$ cat config.mk
export PLATFORM = sky130hd
export DESIGN_NAME = event_handle_router
export DESIGN_NICKNAME = d
export VERILOG_FILES = /design/src/rtl/event_handle_router.sv
export SDC_FILE = /design/constraint.sdc
export NUM_CORES = 1
export LEC_CHECK = 0
export ABC_AREA = 1
export CAP_MARGIN = 20
export CORE_MARGIN = 2
export CORE_UTILIZATION = 45
export DETAILED_ROUTE_END_ITERATION = 12
export GPL_TIMING_DRIVEN = 0
export PLACE_DENSITY_LB_ADDON = 0.12
export SETUP_SLACK_MARGIN = 0.5
export SYNTH_ARGS = -nofsm -noshare
export SYNTH_HDL_FRONTEND = slang
export SYNTH_SLANG_ARGS = --single-unit
$ cat constraint.sdc
create_clock -name clk -period 1.7 [get_ports clk]
set_clock_uncertainty 0.2 [all_clocks]
set_input_delay 0.17 -clock clk [delete_from_list [all_inputs] [get_ports clk]]
set_output_delay 0.17 -clock clk [all_outputs]
set_load 0.05 [all_outputs]
$ cat src/rtl/event_handle_router.sv
// Event handle table with immediate/delayed triggers driving one-hot event fire pulses.
// Define EVENT_HANDLE_ROUTER_STATS_EN to add the fire_count / null_err_count outputs.
module event_handle_router #(
    parameter int unsigned N = 4,
    localparam int unsigned HW = $clog2(N)
) (
    input  logic          clk,
    input  logic          rst_n,
    input  logic          cmd_valid,
    output logic          cmd_ready,
    input  logic [2:0]    cmd_op,
    input  logic [HW-1:0] cmd_dst,
    input  logic [HW-1:0] cmd_src,
    output logic [N-1:0]  evt_fire,
    output logic [N-1:0]  evt_triggered,
    output logic [N-1:0]  handle_null,
`ifdef EVENT_HANDLE_ROUTER_STATS_EN
    output logic [15:0]   fire_count,
    output logic [7:0]    null_err_count,
`endif
    output logic          err_null
);

    typedef enum logic [0:0] {StInit, StRun} state_e;

    localparam logic [2:0] OpTrig    = 3'd1;
    localparam logic [2:0] OpTrigNb  = 3'd2;
    localparam logic [2:0] OpCopy    = 3'd3;
    localparam logic [2:0] OpSetNull = 3'd4;
    localparam logic [2:0] OpRebind  = 3'd5;
    localparam logic [2:0] OpClear   = 3'd6;

    state_e        state_q;
    logic [HW-1:0] init_cnt_q;
    logic [N-1:0]  null_q;
    logic [HW-1:0] ptr_q [N];
    logic [N-1:0]  pending_q;
    logic [N-1:0]  evt_fire_q;
    logic [N-1:0]  evt_fire_prev_q;
    logic          err_null_q;

    logic          accept;
    logic          dst_ok;
    logic          src_ok;
    logic [N-1:0]  imm_mask;
    logic [N-1:0]  nb_mask;
    logic          err_d;

    assign cmd_ready     = (state_q == StRun);
    assign accept        = cmd_valid & cmd_ready;
    assign dst_ok        = 32'(cmd_dst) < N;
    assign src_ok        = 32'(cmd_src) < N;
    assign evt_fire      = evt_fire_q;
    assign evt_triggered = evt_fire_q | evt_fire_prev_q;
    assign handle_null   = null_q;
    assign err_null      = err_null_q;

    // Triggers resolve through the table as it stands before this cycle's write.
    always_comb begin
        imm_mask = '0;
        nb_mask  = '0;
        err_d    = 1'b0;
        if (accept && dst_ok && (cmd_op == OpTrig || cmd_op == OpTrigNb)) begin
            if (null_q[cmd_dst]) begin
                err_d = 1'b1;
            end else if (cmd_op == OpTrig) begin
                imm_mask[ptr_q[cmd_dst]] = 1'b1;
            end else begin
                nb_mask[ptr_q[cmd_dst]] = 1'b1;
            end
        end
    end

    always_ff @(posedge clk or negedge rst_n) begin
        if (!rst_n) begin
            state_q         <= StInit;
            init_cnt_q      <= '0;
            null_q          <= '0;
            pending_q       <= '0;
            evt_fire_q      <= '0;
            evt_fire_prev_q <= '0;
            err_null_q      <= 1'b0;
            for (int i = 0; i < N; i++) begin
                ptr_q[i] <= '0;
            end
        end else begin
            evt_fire_q      <= imm_mask | pending_q;
            evt_fire_prev_q <= evt_fire_q;
            err_null_q      <= err_d;
            pending_q       <= nb_mask;
            case (state_q)
                StInit: begin
                    null_q[init_cnt_q] <= 1'b0;
                    ptr_q[init_cnt_q]  <= init_cnt_q;
                    pending_q          <= '0;
                    if (32'(init_cnt_q) == N - 1) begin
                        state_q    <= StRun;
                        init_cnt_q <= '0;
                    end else begin
                        init_cnt_q <= init_cnt_q + HW'(1);
                    end
                end
                StRun: begin
                    if (accept && dst_ok) begin
                        case (cmd_op)
                            OpCopy: begin
                                if (src_ok) begin
                                    null_q[cmd_dst] <= null_q[cmd_src];
                                    ptr_q[cmd_dst]  <= ptr_q[cmd_src];
                                end
                            end
                            OpSetNull: null_q[cmd_dst] <= 1'b1;
                            OpRebind: begin
                                null_q[cmd_dst] <= 1'b0;
                                ptr_q[cmd_dst]  <= cmd_dst;
                            end
                            OpClear: begin
                                state_q    <= StInit;
                                init_cnt_q <= '0;
                                pending_q  <= '0;
                            end
                            default: ;
                        endcase
                    end
                end
                default: state_q <= StInit;
            endcase
        end
    end

`ifdef EVENT_HANDLE_ROUTER_STATS_EN
    logic [15:0] fire_count_q;
    logic [7:0]  null_err_count_q;
    logic [16:0] fire_pop;
    logic [16:0] fire_sum;
    logic        stats_clear;

    assign stats_clear    = accept && cmd_op == OpClear;
    assign fire_count     = fire_count_q;
    assign null_err_count = null_err_count_q;

    always_comb begin
        fire_pop = '0;
        for (int i = 0; i < N; i++) begin
            fire_pop = fire_pop + 17'(evt_fire_q[i]);
        end
        fire_sum = 17'(fire_count_q) + fire_pop;
    end

    always_ff @(posedge clk or negedge rst_n) begin
        if (!rst_n) begin
            fire_count_q     <= '0;
            null_err_count_q <= '0;
        end else if (stats_clear) begin
            fire_count_q     <= '0;
            null_err_count_q <= '0;
        end else begin
            fire_count_q <= fire_sum[16] ? 16'hFFFF : fire_sum[15:0];
            if (err_null_q && null_err_count_q != 8'hFF) begin
                null_err_count_q <= null_err_count_q + 8'd1;
            end
        end
    end
`endif

endmodule

# Yosys cells after proc, flatten, opt, wreduce, memory -nomap -nowiden
# Index checks and enable logic that the tools add are counted.
# classes
shifts	0
eq_ne	11
multipliers	0
n_bitwise	12
mux	49
add_sub_neg	1
order_cmp	12
div	0
reduce_logical	10
# op_table
operator	count
2-to-1 mux 4 bit	9
one-hot mux 8 bit (2 select lines)	2
bitwise mux 8 bit	3
2-to-1 mux 2 bit	9
one-hot mux 4 bit (2 select lines)	2
less-than comparator 2 x 3 -> 1 bit (second input constant)	4
OR 4 bit	3
one-hot mux 4 bit (3 select lines)	1
2-to-1 mux 1 bit	10
== test 3 bit (second input constant)	3
greater-or-equal comparator 3 bit (second input constant)	3
NOT 2 -> 3 bit	3
AND 4 bit	2
binary-select mux 2 bit (select 2 bit)	2
demux 2 bit (select 2 bit)	2
2-to-1 mux 8 bit	1
NOT 4 bit	2
demux 1 bit (select 2 bit)	3
== test 3 x 2 -> 1 bit (second input constant)	2
greater-or-equal comparator 2 x 1 -> 1 bit (second input constant)	3
logical AND 1 bit	6
less-than comparator 3 x 1 -> 1 bit (second input constant)	2
AND reduction 2 bit	3
binary-select mux 1 bit (select 2 bit)	2
12 further kinds	13
# totals
mem_bits_rw	0
wordCells	106
latchBits	0
inputBits	10
output_inout_bits	14
ff_bits	28
romBits	0
n_memories	0

# Longest topological paths before layout
# Gate-level depths: netlist of the first run.
# depth
word_depth	14
ltp_mapped	10
ltp_nobuf	10

# Worst setup path before layout of the first run
# Ideal clock, no wire load.
# synth_timing
path_type	flip-flop to flip-flop
from	register state_q (netlist: cmd_ready)
to	register null_q[3] (netlist: handle_null[3])
arrival_time_ps	1407
path_stages_with_launch	9
path_buffers	1
synth_period_minus_slack_ps	1719
slack_ps	-19
required_ps	1387
setup_ps	113
cell_sequence	dfrtp_1 buf_2 nand2_1 nor2_1 nor2_2 nand2_1 nand2_1 nand2_1 inv_1
# synth_between
elab_chain_len	3
elab_cells_between_ends	6
cone_classes	eq/ne: 2; mux: 1; bitwise: 2; reduce/logical: 1
# synth_rtl
item	line	rtl
start, declared	33	state_e state_q;
start signal, assigned	76	state_q <= StInit;
start signal, assigned	97	state_q <= StRun;
start signal, assigned	118	state_q <= StInit;
AND 1 bit	50	assign accept = cmd_valid & cmd_ready;
!= test 2 x 1 -> 1 bit (no line)	--	
AND reduction 2 bit (no line)	--	
end signal, assigned by index	108	null_q[cmd_dst] <= null_q[cmd_src];
end, declared	35	logic [N-1:0] null_q;
# Parallel ways exist; a longest one is shown, timed or not.
# A chain may end at the register's enable or synchronous reset.

# Worst setup path in the final report of the first run
# layout_timing
from	register init_cnt_q[0]
to	register ptr_q[4] (netlist name)
# layout_between
elab_chain_len	7
elab_cells_between_ends	8
cone_classes	order compare: 2; mux: 4; bitwise: 1; reduce/logical: 1
# layout_rtl
item	line	rtl
start, declared	34	logic [HW-1:0] init_cnt_q;
start signal, assigned	100	init_cnt_q <= init_cnt_q + HW'(1);
NOT 2 -> 3 bit (implied by the code)	94	ptr_q[init_cnt_q] <= init_cnt_q;
greater-or-equal comparator 3 bit (implied by the code) / less-than comparator 3 x 1 -> 1 bit (equally long branches)	94	
logical AND 1 bit (implied by the code)	94	
2-to-1 mux 2 bit (implied by the code)	94	
demux 2 bit (select 2 bit)	94	
bitwise mux 8 bit *	94	
one-hot mux 8 bit (2 select lines) *	91	case (state_q)
end signal, assigned by index	94	
end signal, assigned by index	109	ptr_q[cmd_dst] <= ptr_q[cmd_src];
end signal, assigned by index	115	ptr_q[cmd_dst] <= cmd_dst;
end, declared	36	logic [HW-1:0] ptr_q [N];
# Every way passes the cells marked *; elsewhere a longest branch is shown, timed or not.

==> results of run 1 <==
cells in the final DEF, fill, tap and decap left out, drive strengths merged:
| cell type | netlist | final |
|---|---|---|
| a21oi | 5 | 5 |
| buf | 1 | 39 |
| bufinv | 0 | 1 |
| clkbuf | 0 | 5 |
| clkdlybuf4s50 | 0 | 3 |
| clkinv | 2 | 1 |
| dfrtp | 28 | 28 |
| dlygate4sd2 | 0 | 4 |
| ha | 4 | 4 |
| inv | 42 | 43 |
| nand2 | 89 | 89 |
| nand3 | 26 | 26 |
| nand3b | 1 | 1 |
| nor2 | 33 | 33 |
| o21ai | 7 | 7 |
| o22ai | 5 | 5 |
| or2 | 4 | 4 |
timing repair:
action,4_1_cts,5_1_grt
pin swaps,24,23
endpoints found under the setup margin,38,37
resized for setup,149,61
endpoints found under the hold margin,0,0
setup buffers,19,4
synthesized netlist by cell type, drive strengths merged:
cell type  instances
ha                 4
buf                1
nand2             89
nand3b             1
inv               42
nand3             26
nor2              33
dfrtp             28
clkinv             2
o22ai              5
o21ai              7
or2                4
a21oi              5
power by group through the flow:
stage / Sequential (mW) / Combinational, mW / Clock [mW]
final: 1.01 / 2.45 / 0.545
after global routing: 1.03 / 2.64 / 0.569
after CTS: 0.989 / 2.07 / 0.537
after detailed placement: 0.970 / 1.50 / 0
after global placement: 0.962 / 1.49 / 0
after floorplan: 1.17 / 0.916 / 0
layer usage:
metal | part of all wire (%) | global-route usage [%] | vias up | wire [um]
li1 | - | - | 863 | -
met5 | 0 | 0 | - | 0
met1 | 41 | 25.5 | 817 | 1990
met4 | 3.2 | 6.38 | 0 | 153
met3 | 4.2 | 2.21 | 16 | 201
met2 | 51 | 41.4 | 55 | 2470
layout make-up:
cell class | instances | area, sq um | share of cell area [%]
clock buffer | 3 | 41.3 | 1.54
buffer | 1 | 11.3 | 0.419
multi-input combinational | 174 | 1190 | 44.5
timing repair buffer | 47 | 462 | 17.2
inverter | 44 | 180 | 6.70
clock inverter | 1 | 30.0 | 1.12
tap | 48 | 60.1 | 2.23
sequential | 28 | 708 | 26.4
worst max path at each step:
stage | endpoint | slack [ns] | from | cells after the start
after CTS | evt_triggered[2] | 0.27 | evt_fire[2] | 2
after global placement | handle_null[1] | -0.33 | rst_n | 1
after global routing | handle_null[3] | 0.15 | cmd_ready | 9
after detailed placement | pending_q[2] | -0.22 | cmd_dst[1] | 7
after floorplan | evt_fire[0] | 0.26 | cmd_ready | 7
final | ptr_q[4] | 0.23 | init_cnt_q[0] | 7
flip-flops by register name (all words and copies together), names as in the netlist:
| signal | cells |
|---|---|
| err_null | 1 |
| handle_null | 4 |
| ptr_q | 8 |
| init_cnt_q | 2 |
| evt_fire_prev_q | 4 |
| cmd_ready | 1 |
| pending_q | 4 |
| evt_fire | 4 |
metrics by stage:
| stage | setup TNS, ns | util (%) | instances | setup WS, ns |
|---|---|---|---|---|
| floorplan | 0 | - | 247 | 0.261 |
| global placement | -9.46 | 55.8 | 318 | -0.328 |
| detailed placement | -3.13 | 56.2 | 319 | -0.225 |
| CTS | 0 | 66.7 | 342 | 0.266 |
| global route | 0 | 72.9 | 346 | 0.154 |
| finish | 0 | 72.9 | 346 | 0.234 |
cell families after synthesis:
family	after synthesis	share of synthesized area, %
AND/OR/NAND/NOR	153	41.0
buffers and inverters	45	9.81
AO/OA/AOI/OAI	17	5.92
flip-flops	28	40.4
adder cells (fa/ha/maj)	4	2.89
==> impl_metrics.json, run 1 <==
{
  "die_h_um": 66.1,
  "drive_gt1_share_pct": 48.3,
  "drv_slew": 0,
  "diodes": 0,
  "clock_latency_ns": 0.28,
  "cts_tree": "built",
  "crit_required_ns": 1.68,
  "ant_nets": 0,
  "synth_fp_nets": 261,
  "r2r_cells": 7,
  "ys_ff_latch": 28,
  "avgSynthCellArea_sq_um": 7.02,
  "clkPwrFrac_pct": 13.6,
  "holdBufCountCts": 0,
  "gp_congestion": 0.841,
  "drcViolationCount": 0,
  "ys_seq_area_share_pct": 40.4,
  "maxSlewHeadroom_pct": 67.8,
  "hold_viol_final": 0,
  "start_util_pct": 47.0,
  "row_count": 22,
  "whs_ns": 0.00233,
  "antenna_found_initial": 0,
  "r2r_end": "ptr_q[4]",
  "path_cells": "buf_6 > ha_4 > nand2_4 > buf_6 > nand3_2 > nor2_1 > a21oi_1",
  "internal_power_mw": 2.18,
  "r2r-start": "init_cnt_q[0]",
  "vdd_drop_max_mv": 1.16,
  "setup_viol": 0,
  "drt_iter0_markers": 63,
  "synthCells": 247,
  "synth.distinct_cells": 23,
  "critPathArrivalTime_ns": 1.44,
  "crit_fanout": 5,
  "p_sw_mw": 1.83,
  "io_buffers": 23,
  "cts_root_buffer": "clkbuf_8",
  "path_buf_inv": 2,
  "grt_start_max_net_pins": 21,
  "vias": 1751,
  "viasPerCell": 5.06,
  "hpwl_mm": 2.98,
  "clock-sinks": 28,
  "cts_inserted_buffers": 3,
  "fin_area_sq_um": 2690,
  "die_area_sq_um": 4370,
  "wl_mm": 4.81,
  "path_class": "flop to flop",
  "grt_pass1_wl_mm": 7.34,
  "p_comb_share_pct": 61.3,
  "swShare_pct": 45.6,
  "synthTopCellsByArea": "dfrtp_1 (40%), nand2_1 (19%), inv_1 (7.1%)",
  "grt_usage_pct": 21.8,
  "cts_buffer_depth": 2,
  "syn_area_sq_um": 1730,
  "syn2layout_area_growth_pct": 55.0,
  "yosysWarnings": 0,
  "io-pin-count": 24,
  "overflow": 0,
  "finalCritPeriodShare_pct": 86.2,
  "min_path_type": "primary input to asynchronous set/reset pin",
  "worstMarginPinSlew_ns": 0.482,
  "crit_family": "flip-flops",
  "cts_max_level": 1,
  "max_stage_delay_ns": 0.47,
  "fillCellCount": 270,
  "placed_area_sq_um": 2070,
  "die-width_um": 66.1,
  "critPathSlowestCell": "dfrtp_2",
  "core_sq_um": 3690,
  "maxCapViolCount": 0,
  "setup.worst_path.end_class": "flop",
  "fin_crit_ns": 1.47,
  "status": "completed",
  "power.leakage_nw": 1.38,
  "seq_power_share_pct": 25.1,
  "yosysTopAreaCellShare_pct": 40.4,
  "powerDensity_nw_per_um2": 1490,
  "grt_setup_unrepaired": "yes",
  "crit_path_start_kind": "flop",
  "grt_pass1_vias": 1695,
  "path_common_cell": "buf_6",
  "wl_per_cell_um": 13.9,
  "synth_top_cell_by_area": "dfrtp_1",
  "clkTransAtPathRegs_ns": 0.11,
  "max_freq_mhz": 682,
  "regToRegSetupSlack_ns": 0.23,
  "power.total_mw": 4.01,
  "dr.pass1.iters": 4,
  "layout.nets": 313
}
(Power assumes the default switching activity.)
==> run 2: changes to the inputs <==
==> constraint.sdc (replaced) <==
create_clock -name clk -period 1.22 [get_ports clk]
set_clock_uncertainty 0.2 [all_clocks]
set_input_delay 0.122 -clock clk [delete_from_list [all_inputs] [get_ports clk]]
set_output_delay 0.122 -clock clk [all_outputs]
set_load 0.05 [all_outputs]
==> impl_metrics.json, run 2 (synthesis results as in run 1) <==
{
  "status": "finished, violations left",
  "violations": "negative hold slack, negative setup slack",
  "core_sq_um": 3690,
  "min_path_type": "primary input to asynchronous set/reset pin",
  "die_area_sq_um": 4370,
  "grt_pass1_wl_mm": 7.25,
  "wl_mm": 4.53,
  "place_inst": 319,
  "drv_slew": 0,
  "cts_inserted_buffers": 3,
  "largest_reg_flops": 8,
  "critPathArrivalTime_ns": 1.40,
  "antenna_found_initial": 0,
  "overflow": 0,
  "busiest_layer": "met2",
  "top_register": "ptr_q",
  "cts_max_level": 1,
  "grt_start_max_net_pins": 19,
  "syn2layout_area_growth_pct": 52.0,
  "grt_setup_unrepaired": "yes",
  "hold_viol_final": 28,
  "power.total_mw": 5.33,
  "vias": 1704,
  "drcViolationCount": 0,
  "placed_area_sq_um": 2090,
  "clock_latency_ns": 0.28,
  "crit_path_start_kind": "flop",
  "max_freq_mhz": 700,
  "die_h_um": 66.1,
  "path_class": "flop to flop",
  "dr.pass1.iters": 4,
  "gp_congestion": 0.871,
  "ant_nets": 0,
  "die-width_um": 66.1,
  "diodes": 0,
  "grt_usage_pct": 21.8,
  "fin_crit_ns": 1.43,
  "io_buffers": 23,
  "io-pin-count": 24,
  "crit_required_ns": 1.19,
  "vdd_drop_max_mv": 1.37,
  "maxCapViolCount": 0,
  "wl_per_cell_um": 13.1,
  "met3_usage_pct": 3.24,
  "setup_ws_ns": -0.208,
  "drt_iter0_markers": 105,
  "drive_gt1_share_pct": 47.8,
  "clock-sinks": 28,
  "setup_viol": 29,
  "worstMarginPinSlew_ns": 0.384,
  "met2_usage_pct": 36.4,
  "crit_fanout": 4,
  "cts_buffer_depth": 2,
  "clkTransAtPathRegs_ns": 0.10,
  "final_common_cell": "nand2_1",
  "power.leakage_nw": 1.35,
  "regToRegSetupSlack_ns": -0.21,
  "layout.nets": 312,
  "final_cell_mix": "nand2_1 (68), inv_1 (22), dfrtp_1 (21), nor2_2 (18)",
  "start_util_pct": 47.0,
  "fin_area_sq_um": 2640,
  "cts_tree": "built",
  "r2r_cells": 7,
  "r2r-start": "init_cnt_q[1]",
  "fillCellCount": 280,
  "fin_cells": 345,
  "finalCritPeriodShare_pct": 117,
  "setup.worst_path.end_class": "flop",
  "cts_root_buffer": "clkbuf_8",
  "r2r_end": "ptr_q[4]",
  "powerDensity_nw_per_um2": 2020,
  "hpwl_mm": 2.97,
  "whs_ns": -0.457,
  "grt_pass1_vias": 1616,
  "maxSlewHeadroom_pct": 74.4,
  "use_met1_pct": 28.8,
  "row_count": 22,
  "viasPerCell": 4.94
}
[run 2: layout make-up]
class | count | area [sq um] | share of cell area [%]
clock inverters | 1 | 30.0 | 1.14
flip-flops and latches | 28 | 709 | 26.9
well taps | 48 | 60.1 | 2.28
plain buffers | 1 | 11.3 | 0.427
clock buffers | 3 | 41.3 | 1.57
multi-input cells | 174 | 1140 | 43.4
repair buffers | 46 | 467 | 17.7
inverters | 44 | 174 | 6.60
[run 2: critical path, stage by stage, from the launching register on]
cell and delay, ns:
dfrtp_1 0.43, inv_2 0.11, ha_2 0.18, nand2_2 0.08, nand2_2 0.09, nand3_4 0.08
nor2_1 0.10, a21oi_1 0.05
[run 2: worst max-delay path by stage]
stage,start,end,slack [ns],depth (start not counted)
global route,handle_null[0],handle_null[1],-0.28,10
global placement,rst_n,cmd_ready,-0.74,1
floorplan,cmd_ready,evt_fire[0],-0.22,7
CTS,init_cnt_q[0],ptr_q[3],-0.19,7
finish,init_cnt_q[1],ptr_q[4],-0.21,7
detailed placement,cmd_dst[1],pending_q[2],-0.64,7
[run 2: report_power, final]
group	switching (mW)	internal [mW]	total, mW
combinational	1.86	1.33	3.19
clock	0.305	0.440	0.745
sequential	0.219	1.18	1.40
[run 2: layer usage]
metal | vias to the layer above | wire, um
met4 | 0 | 142
met2 | 43 | 2200
met5 | - | 0
li1 | 855 | -
met3 | 11 | 138
met1 | 795 | 2050
[run 2: repair_timing]
item,CTS,global route
setup buffers,16,6
pin swaps,31,18
gates resized for setup,152,42
hold endpoints to repair,10,28
setup endpoints to repair,67,62
[run 2: through the flow]
stage          setup slack [ns]  hold slack (ns)  setup TNS (ns)  util, %
2_1_floorplan            -0.219           -0.374           -4.36        -
3_3_place_gp             -0.745            0.186          -35.01     55.8
3_5_place_dp             -0.638            0.191          -17.91     56.6
4_1_cts                  -0.192           -0.245           -4.21     66.2
5_1_grt                  -0.278           -0.442           -6.21     71.5
6_report                 -0.208           -0.457           -4.46     71.5
==> run 3: changes to the inputs <==
--- a/config.mk
+++ b/config.mk
@@ -8,11 +8,13 @@
 export ABC_AREA = 1
 export CAP_MARGIN = 20
 export CORE_MARGIN = 2
-export CORE_UTILIZATION = 45
+export CORE_UTILIZATION = 49
 export DETAILED_ROUTE_END_ITERATION = 12
 export GPL_TIMING_DRIVEN = 0
 export PLACE_DENSITY_LB_ADDON = 0.12
 export SETUP_SLACK_MARGIN = 0.5
+export SKIP_CTS_REPAIR_TIMING = 1
 export SYNTH_ARGS = -nofsm -noshare
 export SYNTH_HDL_FRONTEND = slang
 export SYNTH_SLANG_ARGS = --single-unit
+export TNS_END_PERCENT = 1
==> impl_metrics.json, run 3 (synthesis results as in run 1) <==
{
  "status": "finished, violations left",
  "violations": "negative hold slack, negative setup slack",
  "critPathSlowestCell": "dfrtp_1",
  "path_class": "flop to output pin",
  "grt_usage_pct": 20.9,
  "grt_start_max_net_pins": 21,
  "regToRegSetupSlack_ns": -0.24,
  "ant_nets": 0,
  "dr.pass1.iters": 4,
  "viasPerCell": 4.88,
  "seq_power_share_pct": 31.6,
  "max_stage_delay_ns": 0.43,
  "largest_reg_flops": 8,
  "fin_setup_tns_ns": -5.17,
  "cts_buffer_depth": 2,
  "syn2layout_area_growth_pct": 33.3,
  "cts_inserted_buffers": 3,
  "vdd_drop_max_mv": 1.28,
  "gp_congestion": 0.893,
  "highest_layer": "met4",
  "internal_power_mw": 2.28,
  "cts_tree": "built",
  "wl_per_cell_um": 12.0,
  "wl_met2_mm": 2.00,
  "crit_required_ns": 0.90,
  "hpwl_mm": 2.99,
  "grt_pass1_wl_mm": 6.69,
  "setup_ws_ns": -0.257,
  "overflow": 0,
  "finalCritPeriodShare_pct": 121,
  "pre_cts_slack_ns": -0.602,
  "io-pin-count": 24,
  "die_h_um": 63.5,
  "row_count": 21,
  "clkTransAtPathRegs_ns": 0.15,
  "r2r_end": "ptr_q[3]",
  "core_sq_um": 3360,
  "hold_viol_final": 28,
  "path_buf_inv": 1,
  "drive_gt1_share_pct": 35.9,
  "wl_met1_mm": 1.72,
  "final_cell_mix": "nand2_1 (77), inv_1 (24), dfrtp_1 (23), nand3_1 (19), inv_2 (18)",
  "io_buffers": 23,
  "whs_ns": -0.464,
  "powerDensity_nw_per_um2": 1860,
  "start_util_pct": 51.6,
  "power.leakage_nw": 1.27,
  "diodes": 0,
  "path_cells": "or2_4 > buf_8",
  "top_register": "ptr_q",
  "worstMarginPinSlew_ns": 0.560,
  "crit_path_start_kind": "flop",
  "clkPwrFrac_pct": 10.7,
  "final_common_cell": "nand2_1",
  "cts_max_level": 1,
  "max_freq_mhz": 677,
  "p_comb_share_pct": 57.7,
  "cts_root_buffer": "clkbuf_4",
  "maxCapViolCount": 0,
  "layout.nets": 299,
  "swShare_pct": 47.0,
  "drv_slew": 0,
  "clock-sinks": 28,
  "clock_latency_ns": 0.33,
  "drcViolationCount": 0,
  "wl_met3_um": 158,
  "min_path_type": "primary input to asynchronous set/reset pin",
  "grt_setup_unrepaired": "yes",
  "die-width_um": 63.5,
  "p_sw_mw": 2.03,
  "wl_mm": 3.95,
  "setup.worst_path.end_class": "output pin",
  "fin_crit_ns": 1.48,
  "crit_fanout": 3,
  "critPathArrivalTime_ns": 1.16,
  "vias": 1609,
  "setup_viol": 35,
  "grt_pass1_vias": 1510,
  "r2r-start": "init_cnt_q[0]",
  "antenna_found_initial": 0,
  "r2r_cells": 7,
  "die_area_sq_um": 4030,
  "crit_family": "flip-flops",
  "maxSlewHeadroom_pct": 62.6,
  "drt_iter0_markers": 35
}
## run 3: worst max path at each step
stage          slack (ns)  cells after the start                to           from
6_report            -0.26                      2  evt_triggered[1]    evt_fire[1]
5_1_grt             -0.31                      7          ptr_q[3]  init_cnt_q[0]
4_1_cts             -0.84                      2  evt_triggered[3]    evt_fire[3]
3_5_place_dp        -0.60                      6      pending_q[2]     cmd_dst[0]
3_3_place_gp        -0.72                      1    handle_null[2]          rst_n
2_1_floorplan       -0.22                      7       evt_fire[0]      cmd_ready
## run 3: area by class of cell
| class | count | area [sq um] |
|---|---|---|
| plain buffers | 1 | 11.3 |
| clock buffers | 4 | 36.3 |
| fillers | 305 | 1050 |
| inverters | 44 | 166 |
| multi-input cells | 174 | 986 |
| flip-flops and latches | 28 | 707 |
| well taps | 46 | 57.6 |
| repair buffers | 33 | 348 |
## run 3: routing by layer
layer | vias up | GRT usage [%]
met5 | - | 0
met4 | 0 | 6.52
met3 | 10 | 3.04
met2 | 37 | 37.0
met1 | 737 | 26.3
li1 | 825 | -
## run 3: power by group through the flow
stage	Clock [mW]	Sequential, mW	Combinational [mW]
final	0.462	1.36	2.48
after global routing	0.518	1.39	2.73
after floorplan	0	1.63	1.27
after detailed placement	0	1.35	2.10
after CTS	0.475	1.33	2.10
after global placement	0	1.34	2.06
## run 3: worst reg2reg max path: stages, from the launching register on
cell     delay [ns]
dfrtp_1        0.46
inv_2          0.14
ha_4           0.14
nand2_2        0.08
nand2_2        0.10
nand3_4        0.09
nor2_2         0.11
a21oi_1        0.04
## run 3: per-stage QoR
stage / utilization, % / total power, mW / instance area, sq um / cells
2_1_floorplan: - / 2.90 / 1760 / 247
3_3_place_gp: 60.8 / 3.40 / 2050 / 316
3_5_place_dp: 61.6 / 3.45 / 2070 / 317
4_1_cts: 62.7 / 3.91 / 2110 / 321
5_1_grt: 68.8 / 4.64 / 2310 / 330
6_report: 68.8 / 4.31 / 2310 / 330
